**src/rtl/pic_pkg.sv**
```systemverilog
// pic_pkg: shared definitions for the 8259-style PIC host sequencer.
//   - seq_state_t : sequencer states
//   - OCW2_NS_EOI : operation command word for a non-specific end of interrupt
//   - ICW1_IC4 / ICW1_SNGL : bit positions inside ICW1
//   - WI_*        : position codes of the init words in the write list
package pic_pkg;

  typedef enum logic [3:0] {
    IDLE     = 4'd0,
    W_SETUP  = 4'd1,
    W_STROBE = 4'd2,
    W_HOLD   = 4'd3,
    READY    = 4'd4,
    ACK1     = 4'd5,
    ACK_GAP  = 4'd6,
    ACK2     = 4'd7,
    ACK_DONE = 4'd8
  } seq_state_t;

  localparam logic [7:0] OCW2_NS_EOI = 8'h20;

  localparam int ICW1_IC4  = 0;
  localparam int ICW1_SNGL = 1;

  // Init write list positions, in bus order.
  localparam logic [2:0] WI_ICW1 = 3'd0;
  localparam logic [2:0] WI_ICW2 = 3'd1;
  localparam logic [2:0] WI_ICW3 = 3'd2;
  localparam logic [2:0] WI_ICW4 = 3'd3;
  localparam logic [2:0] WI_OCW1 = 3'd4;

endpackage

```
**src/rtl/pic_strobe_timer.sv**
```systemverilog
// pic_strobe_timer: loadable down-counter that times strobe and gap phases.
//   clk        in  : system clock
//   reset      in  : asynchronous active-high reset
//   load       in  : load load_value (the first cycle of a new phase follows)
//   load_value in  : phase length minus one
//   done       out : registered; high during the last cycle of the loaded phase
module pic_strobe_timer #(
  parameter int WIDTH = 2
) (
  input  logic             clk,
  input  logic             reset,
  input  logic             load,
  input  logic [WIDTH-1:0] load_value,
  output logic             done
);

  logic [WIDTH-1:0] count_r;

  // Count down from the loaded value; done is asserted for the final count.
  always_ff @(posedge clk or posedge reset) begin
    if (reset) begin
      count_r <= '0;
      done    <= 1'b1;
    end else if (load) begin
      count_r <= load_value;
      done    <= (load_value == '0);
    end else if (count_r != '0) begin
      count_r <= count_r - WIDTH'(1);
      done    <= (count_r == WIDTH'(1));
    end else begin
      count_r <= count_r;
      done    <= 1'b1;
    end
  end

endmodule

```
**src/rtl/pic_host_sequencer.sv**
```systemverilog
// pic_host_sequencer: CPU-side bus master for the 8259-style interrupt
// controller. Programs ICW1..ICW4 and OCW1 after start, then serves INT with a
// two-pulse INTA acknowledge (vector read on the second pulse) and writes a
// non-specific EOI when eoi_req is raised. eoi_req wins over INT in READY.
//   clk, reset      : system clock, asynchronous active-high reset
//   start           : begin initialisation (only honoured in IDLE)
//   eoi_req         : level request for a non-specific EOI, held until eoi_ack
//   INT             : interrupt request from the controller
//   DATA_IN         : data bus as seen by this block
//   DATA_OUT/DATA_OE: value and enable for the wrapper's tristate driver
//   CS, A0, WR, RD, INTA : controller bus controls (CS/WR/RD/INTA active-low)
//   init_done       : set after the OCW1 write, cleared only by reset
//   vector          : last acknowledged interrupt vector
//   vector_valid    : one-cycle pulse when vector updates
//   eoi_ack         : one-cycle pulse in the hold cycle of the EOI write
//   busy            : high in every state except IDLE and READY
// All outputs are registered and follow the state they belong to.
module pic_host_sequencer
  import pic_pkg::*;
#(
  parameter logic [7:0] ICW1         = 8'h13,
  parameter logic [7:0] ICW2         = 8'h08,
  parameter logic [7:0] ICW3         = 8'h00,
  parameter logic [7:0] ICW4         = 8'h01,
  parameter logic [7:0] OCW1         = 8'h00,
  parameter int         PULSE_CYCLES = 2,
  parameter int         GAP_CYCLES   = 2
) (
  input  logic       clk,
  input  logic       reset,
  input  logic       start,
  input  logic       eoi_req,
  input  logic       INT,
  input  logic [7:0] DATA_IN,
  output logic [7:0] DATA_OUT,
  output logic       DATA_OE,
  output logic       CS,
  output logic       A0,
  output logic       WR,
  output logic       RD,
  output logic       INTA,
  output logic       init_done,
  output logic [7:0] vector,
  output logic       vector_valid,
  output logic       eoi_ack,
  output logic       busy
);

  localparam int TMAX = (PULSE_CYCLES > GAP_CYCLES) ? PULSE_CYCLES : GAP_CYCLES;
  localparam int TW   = $clog2(TMAX + 1);

  seq_state_t     state_r;
  seq_state_t     next_s;
  logic [2:0]     widx_r;      // position of the current init word
  logic           eoi_mode_r;  // current write cycle is the EOI, not init
  logic           tmr_load_s;
  logic [TW-1:0]  tmr_value_s;
  logic           tmr_done_s;

  // Next write list position, skipping ICW3 in single mode and ICW4 without IC4.
  function automatic logic [2:0] next_widx(input logic [2:0] cur);
    logic [2:0] n;
    n = cur + 3'd1;
    if ((n == WI_ICW3) && ICW1[ICW1_SNGL]) n = WI_ICW4;
    else n = n;
    if ((n == WI_ICW4) && !ICW1[ICW1_IC4]) n = WI_OCW1;
    else n = n;
    return n;
  endfunction

  function automatic logic [7:0] init_word(input logic [2:0] idx);
    case (idx)
      WI_ICW1: init_word = ICW1;
      WI_ICW2: init_word = ICW2;
      WI_ICW3: init_word = ICW3;
      WI_ICW4: init_word = ICW4;
      default: init_word = OCW1;
    endcase
  endfunction

  // Timer reload for a state: its length in clocks minus one.
  function automatic logic [TW-1:0] phase_count(input seq_state_t s);
    case (s)
      W_STROBE, ACK1, ACK2: phase_count = TW'(PULSE_CYCLES - 1);
      ACK_GAP:              phase_count = TW'(GAP_CYCLES - 1);
      default:              phase_count = '0;
    endcase
  endfunction

  pic_strobe_timer #(.WIDTH(TW)) u_timer (
    .clk        (clk),
    .reset      (reset),
    .load       (tmr_load_s),
    .load_value (tmr_value_s),
    .done       (tmr_done_s)
  );

  // Next-state decision; every timed state waits for the timer's last cycle.
  always_comb begin
    next_s = state_r;
    case (state_r)
      IDLE:     if (start) next_s = W_SETUP; else next_s = IDLE;
      W_SETUP:  if (tmr_done_s) next_s = W_STROBE; else next_s = W_SETUP;
      W_STROBE: if (tmr_done_s) next_s = W_HOLD; else next_s = W_STROBE;
      W_HOLD: begin
        if (!tmr_done_s) next_s = W_HOLD;
        else if (eoi_mode_r || (widx_r == WI_OCW1)) next_s = READY;
        else next_s = W_SETUP;
      end
      READY: begin
        if (!init_done) next_s = READY;
        else if (eoi_req) next_s = W_SETUP;
        else if (INT) next_s = ACK1;
        else next_s = READY;
      end
      ACK1:     if (tmr_done_s) next_s = ACK_GAP; else next_s = ACK1;
      ACK_GAP:  if (tmr_done_s) next_s = ACK2; else next_s = ACK_GAP;
      ACK2:     if (tmr_done_s) next_s = ACK_DONE; else next_s = ACK2;
      ACK_DONE: next_s = READY;
      default:  next_s = IDLE;
    endcase
  end

  // The timer is reloaded on every state change, so each phase starts fresh.
  always_comb begin
    tmr_load_s  = (next_s != state_r);
    tmr_value_s = phase_count(next_s);
  end

  // State register and registered bus outputs, decoded from the state entered.
  always_ff @(posedge clk or posedge reset) begin
    if (reset) begin
      state_r      <= IDLE;
      widx_r       <= WI_ICW1;
      eoi_mode_r   <= 1'b0;
      DATA_OUT     <= 8'h00;
      DATA_OE      <= 1'b0;
      CS           <= 1'b1;
      A0           <= 1'b0;
      WR           <= 1'b1;
      RD           <= 1'b1;
      INTA         <= 1'b1;
      init_done    <= 1'b0;
      vector       <= 8'h00;
      vector_valid <= 1'b0;
      eoi_ack      <= 1'b0;
      busy         <= 1'b0;
    end else begin
      state_r <= next_s;
      CS      <= (next_s == IDLE) || (next_s == READY) || (next_s == ACK_DONE);
      WR      <= (next_s != W_STROBE);
      RD      <= (next_s != ACK2);
      INTA    <= !((next_s == ACK1) || (next_s == ACK2));
      DATA_OE <= (next_s == W_SETUP) || (next_s == W_STROBE) || (next_s == W_HOLD);
      busy    <= !((next_s == IDLE) || (next_s == READY));

      eoi_ack      <= eoi_mode_r && (next_s == W_HOLD) && (state_r == W_STROBE);
      vector_valid <= (state_r == ACK2) && (next_s == ACK_DONE);

      // The vector is taken on the last cycle of the second INTA pulse.
      if ((state_r == ACK2) && (next_s == ACK_DONE)) vector <= DATA_IN;
      else vector <= vector;

      if ((state_r == W_HOLD) && (next_s == READY) && !eoi_mode_r) init_done <= 1'b1;
      else init_done <= init_done;

      // Present the address and data of the next write on entering W_SETUP.
      if ((next_s == W_SETUP) && (state_r != W_SETUP)) begin
        case (state_r)
          IDLE: begin
            widx_r     <= WI_ICW1;
            eoi_mode_r <= 1'b0;
            DATA_OUT   <= ICW1;
            A0         <= 1'b0;
          end
          READY: begin
            widx_r     <= widx_r;
            eoi_mode_r <= 1'b1;
            DATA_OUT   <= OCW2_NS_EOI;
            A0         <= 1'b0;
          end
          default: begin
            widx_r     <= next_widx(widx_r);
            eoi_mode_r <= eoi_mode_r;
            DATA_OUT   <= init_word(next_widx(widx_r));
            A0         <= 1'b1;
          end
        endcase
      end else begin
        widx_r     <= widx_r;
        eoi_mode_r <= eoi_mode_r;
        DATA_OUT   <= DATA_OUT;
        A0         <= A0;
      end
    end
  end

endmodule

```
**config.mk**
```make
export PLATFORM = sky130hd
export DESIGN_NAME = pic_host_sequencer
export DESIGN_NICKNAME = d
export VERILOG_FILES = /design/src/rtl/pic_pkg.sv /design/src/rtl/pic_strobe_timer.sv /design/src/rtl/pic_host_sequencer.sv
export SDC_FILE = /design/constraint.sdc
export NUM_CORES = 1
export LEC_CHECK = 0
export BUFFER_PORTS_ARGS = -buffer_cell sky130_fd_sc_hd__buf_2
export CORE_MARGIN = 2
export CORE_UTILIZATION = 30
export DETAILED_ROUTE_END_ITERATION = 6
export PLACE_DENSITY = 0.55
export SYNTH_ARGS = -nofsm -noshare
export SYNTH_HDL_FRONTEND = slang
export SYNTH_SLANG_ARGS = --single-unit
```
**constraint.sdc**
```tcl
create_clock -name clk -period 4.25 [get_ports clk]
set_input_delay 0 -clock clk [delete_from_list [all_inputs] [get_ports clk]]
set_output_delay 0 -clock clk [all_outputs]
set_load 0.01 [all_outputs]
```
======== After elaboration in Yosys (flattened, before gate mapping) ========
Index checks and enable logic that the tools add are counted.
word-level totals
  register bits after elaboration ......... 37
  bits of input ports ..................... 13
  logic and storage cells ................. 97
cells by class
  add/subtract/negate cells ............... 2
  equal/unequal tests ..................... 25
  mux-type cells .......................... 26
  bitwise operators ....................... 1
  reduce and logical (&&, ||, !) cells .... 26
operators by type and width
  kind                                            number
  case mux 4 bit (9 select lines)                 1
  == test 4 x 3 -> 1 bit (second input constant)  8
  2-to-1 mux 3 bit                                8
  == test 4 x 2 -> 1 bit (second input constant)  4
  case mux 5 bit (3 select lines)                 1
  case mux 6 bit (2 select lines)                 1
  == test 4 x 1 -> 1 bit (second input constant)  2
  == test 4 bit (second input constant)           2
  zero test 4 bit                                 2
  2-to-1 mux 1 bit                                8
  2-to-1 mux 2 bit                                4
  == test 3 x 2 -> 1 bit (second input constant)  2
  logical AND 1 bit                               6
  logical OR 1 bit                                6
  case mux 3 bit (2 select lines)                 1
  nonzero test 2 bit                              3
  2-to-1 mux 4 bit                                1
  != test 4 x 1 -> 1 bit (second input constant)  1
  != test 4 x 2 -> 1 bit (second input constant)  1
  != test 4 x 3 -> 1 bit (second input constant)  1
  != test 4 bit                                   1
  AND reduction 2 bit                             2
  OR reduction 4 bit                              1
  adder 3 x 1 -> 3 bit (second input constant)    1
  10 further kinds                                12

======== Logic depth before layout (Yosys ltp) ========
Gate-level depths: netlist of the first run.
  word-level depth ........................ 11
  mapped depth ............................ 8
  mapped depth without buffers ............ 8

======== Cells and area by module ========
A second synthesis of the first run with hierarchy kept.
second synthesis, totals
  cells, all modules ...................... 145
  area, all modules ....................... 1656.6 um2
modules (own cells, without submodules)
  module              times used  cells each  area each (um2)  seq. area each (um2)
  pic_host_sequencer  1           128         1487.7           755.7
  pic_strobe_timer    1           17          168.9            76.3

======== Worst setup path after synthesis of the first run ========
Ideal clock, no wire load.
  path kind ............................... flip-flop to flip-flop
  start ................................... reg widx_r[0]
  end ..................................... reg DATA_OUT[4]
  setup time .............................. 0.125 ns
  arrival ................................. 1.974 ns
  required time ........................... 4.125 ns
  path slack .............................. 2.151 ns
  stages on the path, launching flop included .. 9
  path through ............................ dfrtp_1 > inv_1 > ha_1 > a21oi_1 > o21ai_0 > a211o_1 > buf_4 > nor3_4 > mux2_4
on the way
  elaborated cells between the ends (all ways) .. 18
  those cells by class .................... add/sub: 1; eq/ne: 5; mux: 9; reduce/logical: 3
RTL lines
  element                          RTL line                   text
  start, declared                  pic_host_sequencer.sv:54   logic [2:0] widx_r;
  start signal, assigned           pic_host_sequencer.sv:177  widx_r <= widx_r;
  start signal, assigned           pic_host_sequencer.sv:183  widx_r <= next_widx(widx_r);
  start signal, assigned           pic_host_sequencer.sv:190  widx_r <= widx_r;
  == test 3 bit                    pic_host_sequencer.sv:107  else if (eoi_mode_r || (widx_r == WI_OCW1)) next_s = READY;
  logical OR 1 bit                 pic_host_sequencer.sv:107
  2-to-1 mux 3 bit                 pic_host_sequencer.sv:107
  2-to-1 mux 3 bit                 pic_host_sequencer.sv:106  if (!tmr_done_s) next_s = W_HOLD;
  case mux 4 bit (9 select lines)  pic_host_sequencer.sv:101  case (state_r)
  via next_s[2]                    pic_host_sequencer.sv:53   seq_state_t next_s;
  == test 4 x 1 -> 1 bit           pic_host_sequencer.sv:168  if ((next_s == W_SETUP) && (state_r != W_SETUP)) begin
  logical AND 1 bit                pic_host_sequencer.sv:168
  end signal, assigned             pic_host_sequencer.sv:185  DATA_OUT <= init_word(next_widx(widx_r));
  end, declared                    pic_host_sequencer.sv:35   output logic [7:0] DATA_OUT,
The timed path passes the listed nets, and every way through them passes these cells. The select of a mux whose other input is x is not followed.
A chain may end at the register's enable or synchronous reset.

======== Worst setup path after layout of the first run ========
  start ................................... reg widx_r[0]
  end ..................................... reg DATA_OUT[0]
on the way
  longest elaborated chain between the ends .. 9
  elaborated cells between the ends (all ways) .. 18
  those cells by class .................... add/sub: 1; eq/ne: 5; mux: 9; reduce/logical: 3
ends and longest elaborated chain
  element                                               RTL line                   text
  adder 3 x 1 -> 3 bit                                  pic_host_sequencer.sv:63   n = cur + 3'd1;
  == test 3 x 2 -> 1 bit                                pic_host_sequencer.sv:64   if ((n == WI_ICW3) && ICW1[ICW1_SNGL]) n = WI_ICW4;
  2-to-1 mux 3 bit                                      pic_host_sequencer.sv:64
  2-to-1 mux 3 bit (2 in a row)                         pic_host_sequencer.sv:169  case (state_r)
  2-to-1 mux 3 bit                                      pic_host_sequencer.sv:168
  == test 3 x 2 -> 1 bit, or another cell as far along  pic_host_sequencer.sv:72   case (idx)
  case mux 5 bit (3 select lines)                       pic_host_sequencer.sv:72
  case mux 6 bit (2 select lines)                       pic_host_sequencer.sv:169
Several ways; a longest one is shown, not always the timed one. The select of a mux whose other input is x is not followed.

==> run_results.csv, run 1 <==
group,metric,value,unit
timing,worst_slew_pin_slew,0.4953,ns
timing,max_slew_margin,0.6680,
yosys,synth_top_cell_area_share,0.4230,
timing,period_share,0.5428,
yosys,synth_area,1657,um^2
yosys,synth-compound-area-share,0.1412,
place,place_inst,242,
cts,hold_buffers,9,
route,avgViaCountPerCell,4.529,
yosys,synth_xor_area_frac,0.01586,
global_route,grt-ovfl-total,0,
worst_setup_path,setup.worst_path.class,"register to register",
timing,holdWs,0.2121,ns
yosys,synthMuxAreaShare,0.08761,
cts,cts_tree,"yes",
route,ant_nets,0,
worst_setup_path,cp-end-kind,"register",
yosys,netlist_instances,143,
timing,fmax,0.4335,GHz
cts,htree_levels,2,
cts,cts_buffer_depth,2,
yosys,synth_edf_count,0,
yosys,synth.area.top_cells,"dfrtp_1 42%, dfstp_2 7.9%, mux2_2 5.4%",
route,vias,1173,
run_status,status,"finished clean",
place,gp_congestion,0.7383,
yosys,synthSimpleGateAreaFrac,0.1495,
worst_hold_path,min_path_type,"input port to register",
global_route,grt_max_degree,34,
floorplan,core,5405,um^2
worst_setup_path,cp-start-kind,"register",
cts,ctsResizeCount,0,
power,ir_worst_vdd,0.0001897,V
floorplan,die_x,78.31,um
yosys,ys_warn_count,0,
global_route,antenna_found_initial,0,
yosys,synth_fa_ha_area_frac,0.03776,
floorplan,die_h,78.31,um
cts,root_buffer,"clkbuf_8",
yosys,yosysUniqueCellTypes,51,
cts,clk_latency,0.28,ns
yosys,synth-seq-cells,33,
route,drc,0,
yosys,synthTopCellsByCount,"28 x dfrtp_1, 12 x nor2_1, 8 x mux2_2",
timing,hold_violations,0,
yosys,synth_top_family_by_area,"simple AND/OR/NAND/NOR gates",
finish,area_growth,24.85,%
power,power_density,806.3,nW/um^2
yosys,synth.largest_area_cell,"dfrtp_1",
cts,clock-sinks,33,
route,wl,3236,um
yosys,syn_avg_cell_area,11.58,um^2
timing,slew_viol_final,0,
route,first_iter_violations,30,
place,port_buffers,35,
global_route,grt_usage,0.1125,
timing,fin_tns_setup,0,ns
worst_setup_path,crit_chain,"inv_1 > ha_1 > a21oi_1 > o21ai_0 > a211o_1 > nor3_4 > mux2_4",
finish,diodes,0,
finish,final_cell_count_no_fill,259,
floorplan,fp.dieArea,6132,um^2
worst_setup_path,path_max_fanout,10,
finish,drive_gt1_frac,0.3583,
cts,cts_buffers,5,
power,leakagePower,0.9511,nW
timing,min_period,2.307,ns
finish,nFillCells,554,
global_route,grt_pass1_vias,1141,
place,dp.final_hpwl,2208,um
cts,clk_pin_slew,0.07,ns
yosys,ys_seq_area_frac,0.5023,
job,max_cap_violations,0,
yosys,ys.flop_type,"dfrtp_1",
worst_hold_path,hold_path_depth,3,
floorplan,initial_core_util,0.3065,
worst_setup_path,cpPeakStageDelay,0.45,ns
cts,post-cts-setup-buffers,0,
worst_setup_path,crit_slowest_cell,"a211o_1",
worst_setup_path,worst-r2r-cell-count,7,
timing,clock_skew,0.004528,ns
floorplan,ios,39,
route,routedWlPerCell,12.49,um
timing,rsz0062_at_grt,"no",
yosys,yosysMostFrequentCell,"dfrtp_1",
global_route,grt_first_pass_wirelength,5244,um
route,firstDrtPassIters,5,
yosys,async_flop_share,1.000,
worst_setup_path,arrival,2.47,ns
floorplan,fp-row-count,27,
worst_setup_path,cp.required,4.42,ns
timing,setup_viol,0,
finish,nNetsFinal,204,
path summary, 6_finish.rpt:
| path | start | end | slack (ns) |
|---|---|---|---|
| hold reg to reg | vector[6] | vector[6] | 0.50 |
| min in group asynchronous | reset | DATA_OUT[5] | 0.34 |
| setup / recovery | widx_r[0] | DATA_OUT[0] | 1.94 |
| max in group asynchronous | reset | CS | 3.57 |
| setup reg to reg | widx_r[0] | DATA_OUT[0] | 1.94 |
| hold / removal | start | eoi_mode_r | 0.21 |
flip-flops by register name, summed over array words and instances, names as in the netlist, 2 cells and up:
name             cells
vector               8
state_r              4
DATA_OUT             4
widx_r               3
u_timer.count_r      2
power by group:
group          leakage (nW)  internal (W)  switching [W]
Sequential            0.397      0.000462       0.000115
Clock                0.0585      0.000191       0.000108
Combinational         0.496      0.000362       0.000429
Total                 0.951       0.00102       0.000652
cells in the final DEF (no fill, tap or decap), types with 2 or more instances in the layout:
master,n
o21ai_0,3
inv_1,7
nand3_1,2
ha_1,5
o21bai_1,2
nand2_1,5
and3_1,3
nand2b_1,2
buf_2,35
a211o_1,2
dfrtp_1,28
dlygate4sd3_1,9
a21oi_1,7
nor2b_1,2
nand3b_1,2
conb_1,3
a21oi_4,2
dfstp_2,5
xor2_1,3
mux2_4,3
nor3b_1,2
clkbuf_8,6
nor2_1,12
mux2_2,8
cell type report:
cell class	instances	area, um^2	area share
inverter	8	30.03	0.01452
timing repair buffer	45	272.8	0.1319
clock inverter	1	30.03	0.01452
sequential	33	832.0	0.4023
clock buffer	7	86.33	0.04174
multi-input combinational	93	726.9	0.3515
tap	72	90.09	0.04356
routing by layer:
metal	global-route usage	part of all wire
met1	0.1451	0.49
met4	0.06316	0.024
met5	0	0
met2	0.1681	0.43
met3	0.03333	0.054
stage by stage:
stage	cell area, um^2	total power [W]	worst slack, ns	utilization
after detailed placement	1862	0.001377	1.968	0.3444
after floorplan	1664	0.001194	2.151	-
final	2068	0.001668	1.943	0.3826
after global routing	2068	0.001808	1.775	0.3826
after global placement	1862	0.001370	1.989	0.3444
after CTS	2068	0.001689	1.937	0.3826
critical path, delay by kind of cell, from the launching register on:
kind                     cells  cell delay, ns
AO/OA/AOI/OAI                3            0.77
flip-flops                   1            0.38
AND/OR/NAND/NOR              1            0.41
adder cells (fa/ha/maj)      1            0.21
buffers and inverters        1            0.08
multiplexers                 1            0.33
cell families after synthesis:
| logic type | Yosys count |
|---|---|
| buffers and inverters | 19 |
| xor gates and xnor gates | 3 |
| and+or+nand+nor | 41 |
| muxes | 12 |
| adders and majority gates | 5 |
| AOI/OAI and AO/OA | 29 |
| other | 1 |
| DFF | 33 |
(Power assumes the default switching activity.)
==> run 2: changes to the inputs <==
==> constraint.sdc (replaced) <==
create_clock -name clk -period 2.4 [get_ports clk]
set_input_delay 0 -clock clk [delete_from_list [all_inputs] [get_ports clk]]
set_output_delay 0 -clock clk [all_outputs]
set_load 0.01 [all_outputs]
==> run_results.csv, run 2 (synthesis results as in run 1) <==
group,metric,value,unit
cts,cts_tree,"yes",
power,p_comb_frac,0.514,
cts,cts_buffer_depth,2,
cts,hold_buffers,9,
timing,setup_viol,0,
global_route,grt_first_pass_wirelength,5388,um
route,vias,1206,
floorplan,fp-row-count,27,
power,p_seq_frac,0.346,
finish,diodes,0,
cts,htree_levels,2,
global_route,grt_usage,0.1135,
finish,drive_gt1_frac,0.3770,
route,wl,3227,um
worst_setup_path,cp-start-kind,"register",
timing,min_period,2.187,ns
finish,largest_registers,"vector: 8 flops, DATA_OUT: 4 flops, state_r: 4 flops",
place,dp.final_hpwl,2311,um
floorplan,ios,39,
worst_setup_path,cp-end-kind,"register",
worst_setup_path,crit_slowest_cell,"dfrtp_1",
job,max_cap_violations,0,
finish,utilization,0.3826,
floorplan,initial_core_util,0.3065,
finish,largest_register_ffs,8,
worst_setup_path,crit_start,"widx_r[0]",
worst_setup_path,cp.required,2.55,ns
worst_setup_path,crit_chain,"inv_1 > ha_1 > a21oi_1 > o21ai_0 > a211o_1 > buf_4 > nor4_1 > o2bb2ai_1",
global_route,grt_max_degree,34,
timing,slew_viol_final,0,
cts,root_buffer,"clkbuf_8",
worst_setup_path,cp.buffers_inverters,2,
cts,clock-sinks,33,
timing,clock_skew,0.003720,ns
power,leakagePower,0.9567,nW
power,switching_power,0.001184,W
power,power_frac_clock,0.140,
route,ant_nets,0,
worst_setup_path,path_max_fanout,8,
floorplan,die_x,78.31,um
cts,post-cts-setup-buffers,0,
power,power_density,1398,nW/um^2
finish,nFillCells,540,
place,gp_congestion,0.7768,
timing,rsz0062_at_grt,"no",
finish,layout_common_cells,"35 x buf_2, 28 x dfrtp_1, 12 x nor2_1",
cts,clk_pin_slew,0.07,ns
power,p_int,0.001707,W
place,port_buffers,35,
global_route,grt-ovfl-total,0,
worst_setup_path,reg2reg_from,"widx_r[0]",
route,avgViaCountPerCell,4.586,
worst_setup_path,path_delay_family,"compound AO/OA/AOI/OAI gates",
floorplan,core,5405,um^2
power,ir_worst_vdd,0.0003403,V
floorplan,fp.dieArea,6132,um^2
worst_setup_path,arrival,2.34,ns
worst_hold_path,min_path_type,"input port to register",
timing,fin_tns_setup,0,ns
finish,largest_register,"vector",
floorplan,die_h,78.31,um
cts,cts_buffers,5,
worst_hold_path,worstHoldStart,"start",
finish,nNetsFinal,208,
route,first_iter_violations,53,
global_route,grt_pass1_vias,1151,
timing,layout_setup_ws,0.2127,ns
timing,period_share,0.9114,
global_route,antenna_found_initial,0,
finish,area_growth,24.85,%
worst_setup_path,setup.worst_path.class,"register to register",
power,p_sw_frac,0.4095,
route,drc,0,
finish,final_common_cell,"buf_2",
cts,ctsResizeCount,0,
timing,fmax,0.4572,GHz
route,firstDrtPassIters,4,
run_status,status,"finished clean",
cts,clk_latency,0.28,ns
timing,hold_violations,0,
route,routedWlPerCell,12.27,um
worst_setup_path,cpPeakStageDelay,0.39,ns
place,dp_slack,0.2043,ns
[run 2: metal layers]
| layer | track usage | routed length (um) | up-vias |
|---|---|---|---|
| met3 | 0.04023 | 239 | 9 |
| met1 | 0.1411 | 1542 | 567 |
| met4 | 0.06667 | 86 | 0 |
| met5 | 0 | 0 | - |
| met2 | 0.1698 | 1358 | 42 |
| li1 | - | - | 588 |
[run 2: final timing paths]
check	end	slack [ns]	depth (start not counted)
worst max-delay path	widx_r[1]	0.21	8
worst min-delay path	eoi_mode_r	0.19	3
worst max register to register	widx_r[1]	0.21	8
worst min register to register	vector[1]	0.51	1
max in group asynchronous	INTA	1.74	4
min in group asynchronous	A0	0.34	4
[run 2: cell type report]
class / instances / area [um^2] / share of cell area
clock buffers: 5 / 68.82 / 0.03327
multi-input cells: 93 / 726.9 / 0.3515
repair buffers: 49 / 302.8 / 0.1464
flip-flops and latches: 33 / 832.0 / 0.4023
well taps: 72 / 90.09 / 0.04356
inverters: 8 / 30.03 / 0.01452
clock inverters: 3 / 17.52 / 0.008469
[run 2: worst min-delay path, delay by kind of cell]
kind	cells	cell delay (ns)
AO/OA/AOI/OAI	2	0.33
buffers and inverters	1	0.11
[run 2: power by group through the flow]
stage | Sequential, W | Clock (W) | Combinational [W]
final | 0.00100 | 0.000405 | 0.00149
after global placement | 0.00101 | 0 | 0.00147
after global routing | 0.00104 | 0.000453 | 0.00164
after detailed placement | 0.00101 | 0 | 0.00149
after floorplan | 0.00103 | 0 | 0.00109
after CTS | 0.00100 | 0.000421 | 0.00150
[run 2: through the flow]
step,instance area (um^2),cells,hold slack [ns],power [W]
4_1_cts,2068,263,0.1896,0.002927
3_3_place_gp,1892,246,0.1080,0.002481
5_1_grt,2068,263,0.2240,0.003129
3_5_place_dp,1892,246,0.1078,0.002500
6_report,2068,263,0.1943,0.002891
2_1_floorplan,1664,145,0.1252,0.002115
==> run 3: changes to the inputs <==
==> constraint.sdc (replaced) <==
create_clock -name clk -period 2.4 [get_ports clk]
set_input_delay 0.36 -clock clk [delete_from_list [all_inputs] [get_ports clk]]
set_output_delay 0.36 -clock clk [all_outputs]
set_load 0.01 [all_outputs]
==> run_results.csv, run 3 (synthesis results as in run 1) <==
group,metric,value,unit
route,highest_layer,"met4",
worst_setup_path,path_max_fanout,7,
route,met1Wirelength,1518,um
worst_setup_path,cpPeakStageDelay,0.39,ns
place,port_buffers,35,
floorplan,die_x,78.31,um
run_status,status,"finished clean",
worst_setup_path,arrival,2.31,ns
global_route,grt_usage,0.1072,
route,firstDrtPassIters,4,
power,power_frac_clock,0.137,
finish,layout_common_cells,"35 x buf_2, 28 x dfrtp_1, 12 x nor2_1",
timing,min_period,2.143,ns
finish,largest_register,"vector",
finish,drive_gt1_frac,0.3956,
timing,hold_violations,0,
cts,cts_tree,"yes",
route,wl_met2,1306,um
finish,nFillCells,554,
floorplan,initial_core_util,0.3065,
floorplan,ios,39,
finish,seqCellArea,832.0,um^2
route,first_iter_violations,33,
global_route,grt_first_pass_wirelength,5099,um
route,routedWlPerCell,12.12,um
worst_hold_path,min_path_type,"input port to async pin",
global_route,antenna_found_initial,0,
finish,largest_register_ffs,8,
power,p_int,0.001697,W
route,wl,3078,um
finish,area_growth,19.41,%
route,vias,1158,
finish,nNetsFinal,199,
cts,root_buffer,"clkbuf_8",
finish,largest_registers,"vector: 8 flops, DATA_OUT: 4 flops, state_r: 4 flops",
worst_setup_path,r2r_setup_slack,0.26,ns
finish,final_common_cell,"buf_2",
worst_setup_path,setup.worst_path.class,"register to register",
floorplan,fp-row-count,27,
route,ant_nets,0,
cts,hold_buffers,0,
power,p_seq_frac,0.350,
cts,clk_pin_slew,0.07,ns
timing,layout_setup_ws,0.2573,ns
place,dp.final_hpwl,2214,um
place,dp_slack,0.2519,ns
cts,cts_buffer_depth,2,
worst_setup_path,cp-end-kind,"register",
route,wl_met3,193,um
route,drc,0,
worst_setup_path,cp.required,2.57,ns
route,avgViaCountPerCell,4.559,
floorplan,fp.dieArea,6132,um^2
power,p_sw_frac,0.4075,
cts,htree_levels,2,
power,leakagePower,0.9191,nW
place,gp_congestion,0.7759,
cts,post-cts-setup-buffers,0,
floorplan,core,5405,um^2
power,finalPower,0.002864,W
finish,diodes,0,
power,switching_power,0.001167,W
cts,clk_latency,0.28,ns
global_route,grt_pass1_vias,1090,
job,max_cap_violations,0,
timing,fmax,0.4667,GHz
timing,setup_viol,0,
timing,fin_tns_setup,0,ns
worst_setup_path,cp-start-kind,"register",
worst_setup_path,crit_chain,"inv_1 > ha_1 > a21oi_1 > o21ai_0 > a211o_1 > nor3_4 > mux2_4",
cts,clock-sinks,33,
timing,clock_skew,0.003913,ns
floorplan,die_h,78.31,um
cts,cts_buffers,5,
cts,ctsResizeCount,0,
timing,period_share,0.8928,
global_route,grt_max_degree,34,
power,p_comb_frac,0.513,
finish,multi_input_area,726.9,um^2
power,ir_worst_vdd,0.0003259,V
timing,rsz0062_at_grt,"no",
power,power_density,1448,nW/um^2
worst_setup_path,crit_slowest_cell,"dfrtp_1",
timing,slew_viol_final,0,
global_route,grt-ovfl-total,0,
==> run 3: cell count changes in the layout (fill, tap and decap cells not counted), sizes merged <==
cell         previous run  this run
dlygate4sd3             9         0
==> run 3: worst paths after layout <==
kind,endpoint,cells past startpoint,startpoint
worst min register to register,vector[1],1,vector[1]
worst max register to register,DATA_OUT[0],7,widx_r[0]
worst max-delay path,DATA_OUT[0],7,widx_r[0]
worst min-delay path,DATA_OUT[4],3,reset
min in group clk,vector[6],2,DATA_IN[6]
max in group asynchronous,CS,3,reset
==> run 3: metal layers <==
layer  up-vias  track usage
met3         6      0.03563
li1        571            -
met2        35       0.1569
met1       546       0.1440
met4         0      0.04737
met5         -            0
==> run 3: power by group through the flow <==
| stage | registers (W) | logic (W) | clock network [W] |
|---|---|---|---|
| after detailed placement | 0.00101 | 0.00148 | 0 |
| after floorplan | 0.00103 | 0.00109 | 0 |
| after CTS | 0.00100 | 0.00148 | 0.000416 |
| final | 0.00100 | 0.00147 | 0.000394 |
| after global placement | 0.00101 | 0.00147 | 0 |
| after global routing | 0.00104 | 0.00163 | 0.000449 |
==> run 3: stage by stage <==
| step | cells | utilization | hold slack (ns) | cell area, um^2 |
|---|---|---|---|---|
| 3_3_place_gp | 246 | 0.3500 | 0.4682 | 1892 |
| 4_1_cts | 254 | 0.3660 | 0.1618 | 1978 |
| 2_1_floorplan | 145 | - | 0.4802 | 1664 |
| 3_5_place_dp | 246 | 0.3500 | 0.4688 | 1892 |
| 5_1_grt | 254 | 0.3660 | 0.2011 | 1978 |
| 6_report | 254 | 0.3660 | 0.1536 | 1978 |
==> run 3: area by class of cell <==
| type | instances | area share |
|---|---|---|
| well taps | 72 | 0.04554 |
| clock buffers | 5 | 0.03479 |
| clock inverters | 3 | 0.008855 |
| flip-flops and latches | 33 | 0.4206 |
| multi-input cells | 93 | 0.3675 |
| inverters | 8 | 0.01518 |
| repair buffers | 40 | 0.1075 |
==> run 3: critical path: cells and delay by family, from the launching register on <==
kind                       cells  cell delay [ns]
DFF                            1             0.39
buffers and inverters          1             0.08
AOI/OAI and AO/OA              3             0.63
adders and majority gates      1             0.21
and+or+nand+nor                1             0.39
muxes                          1             0.34
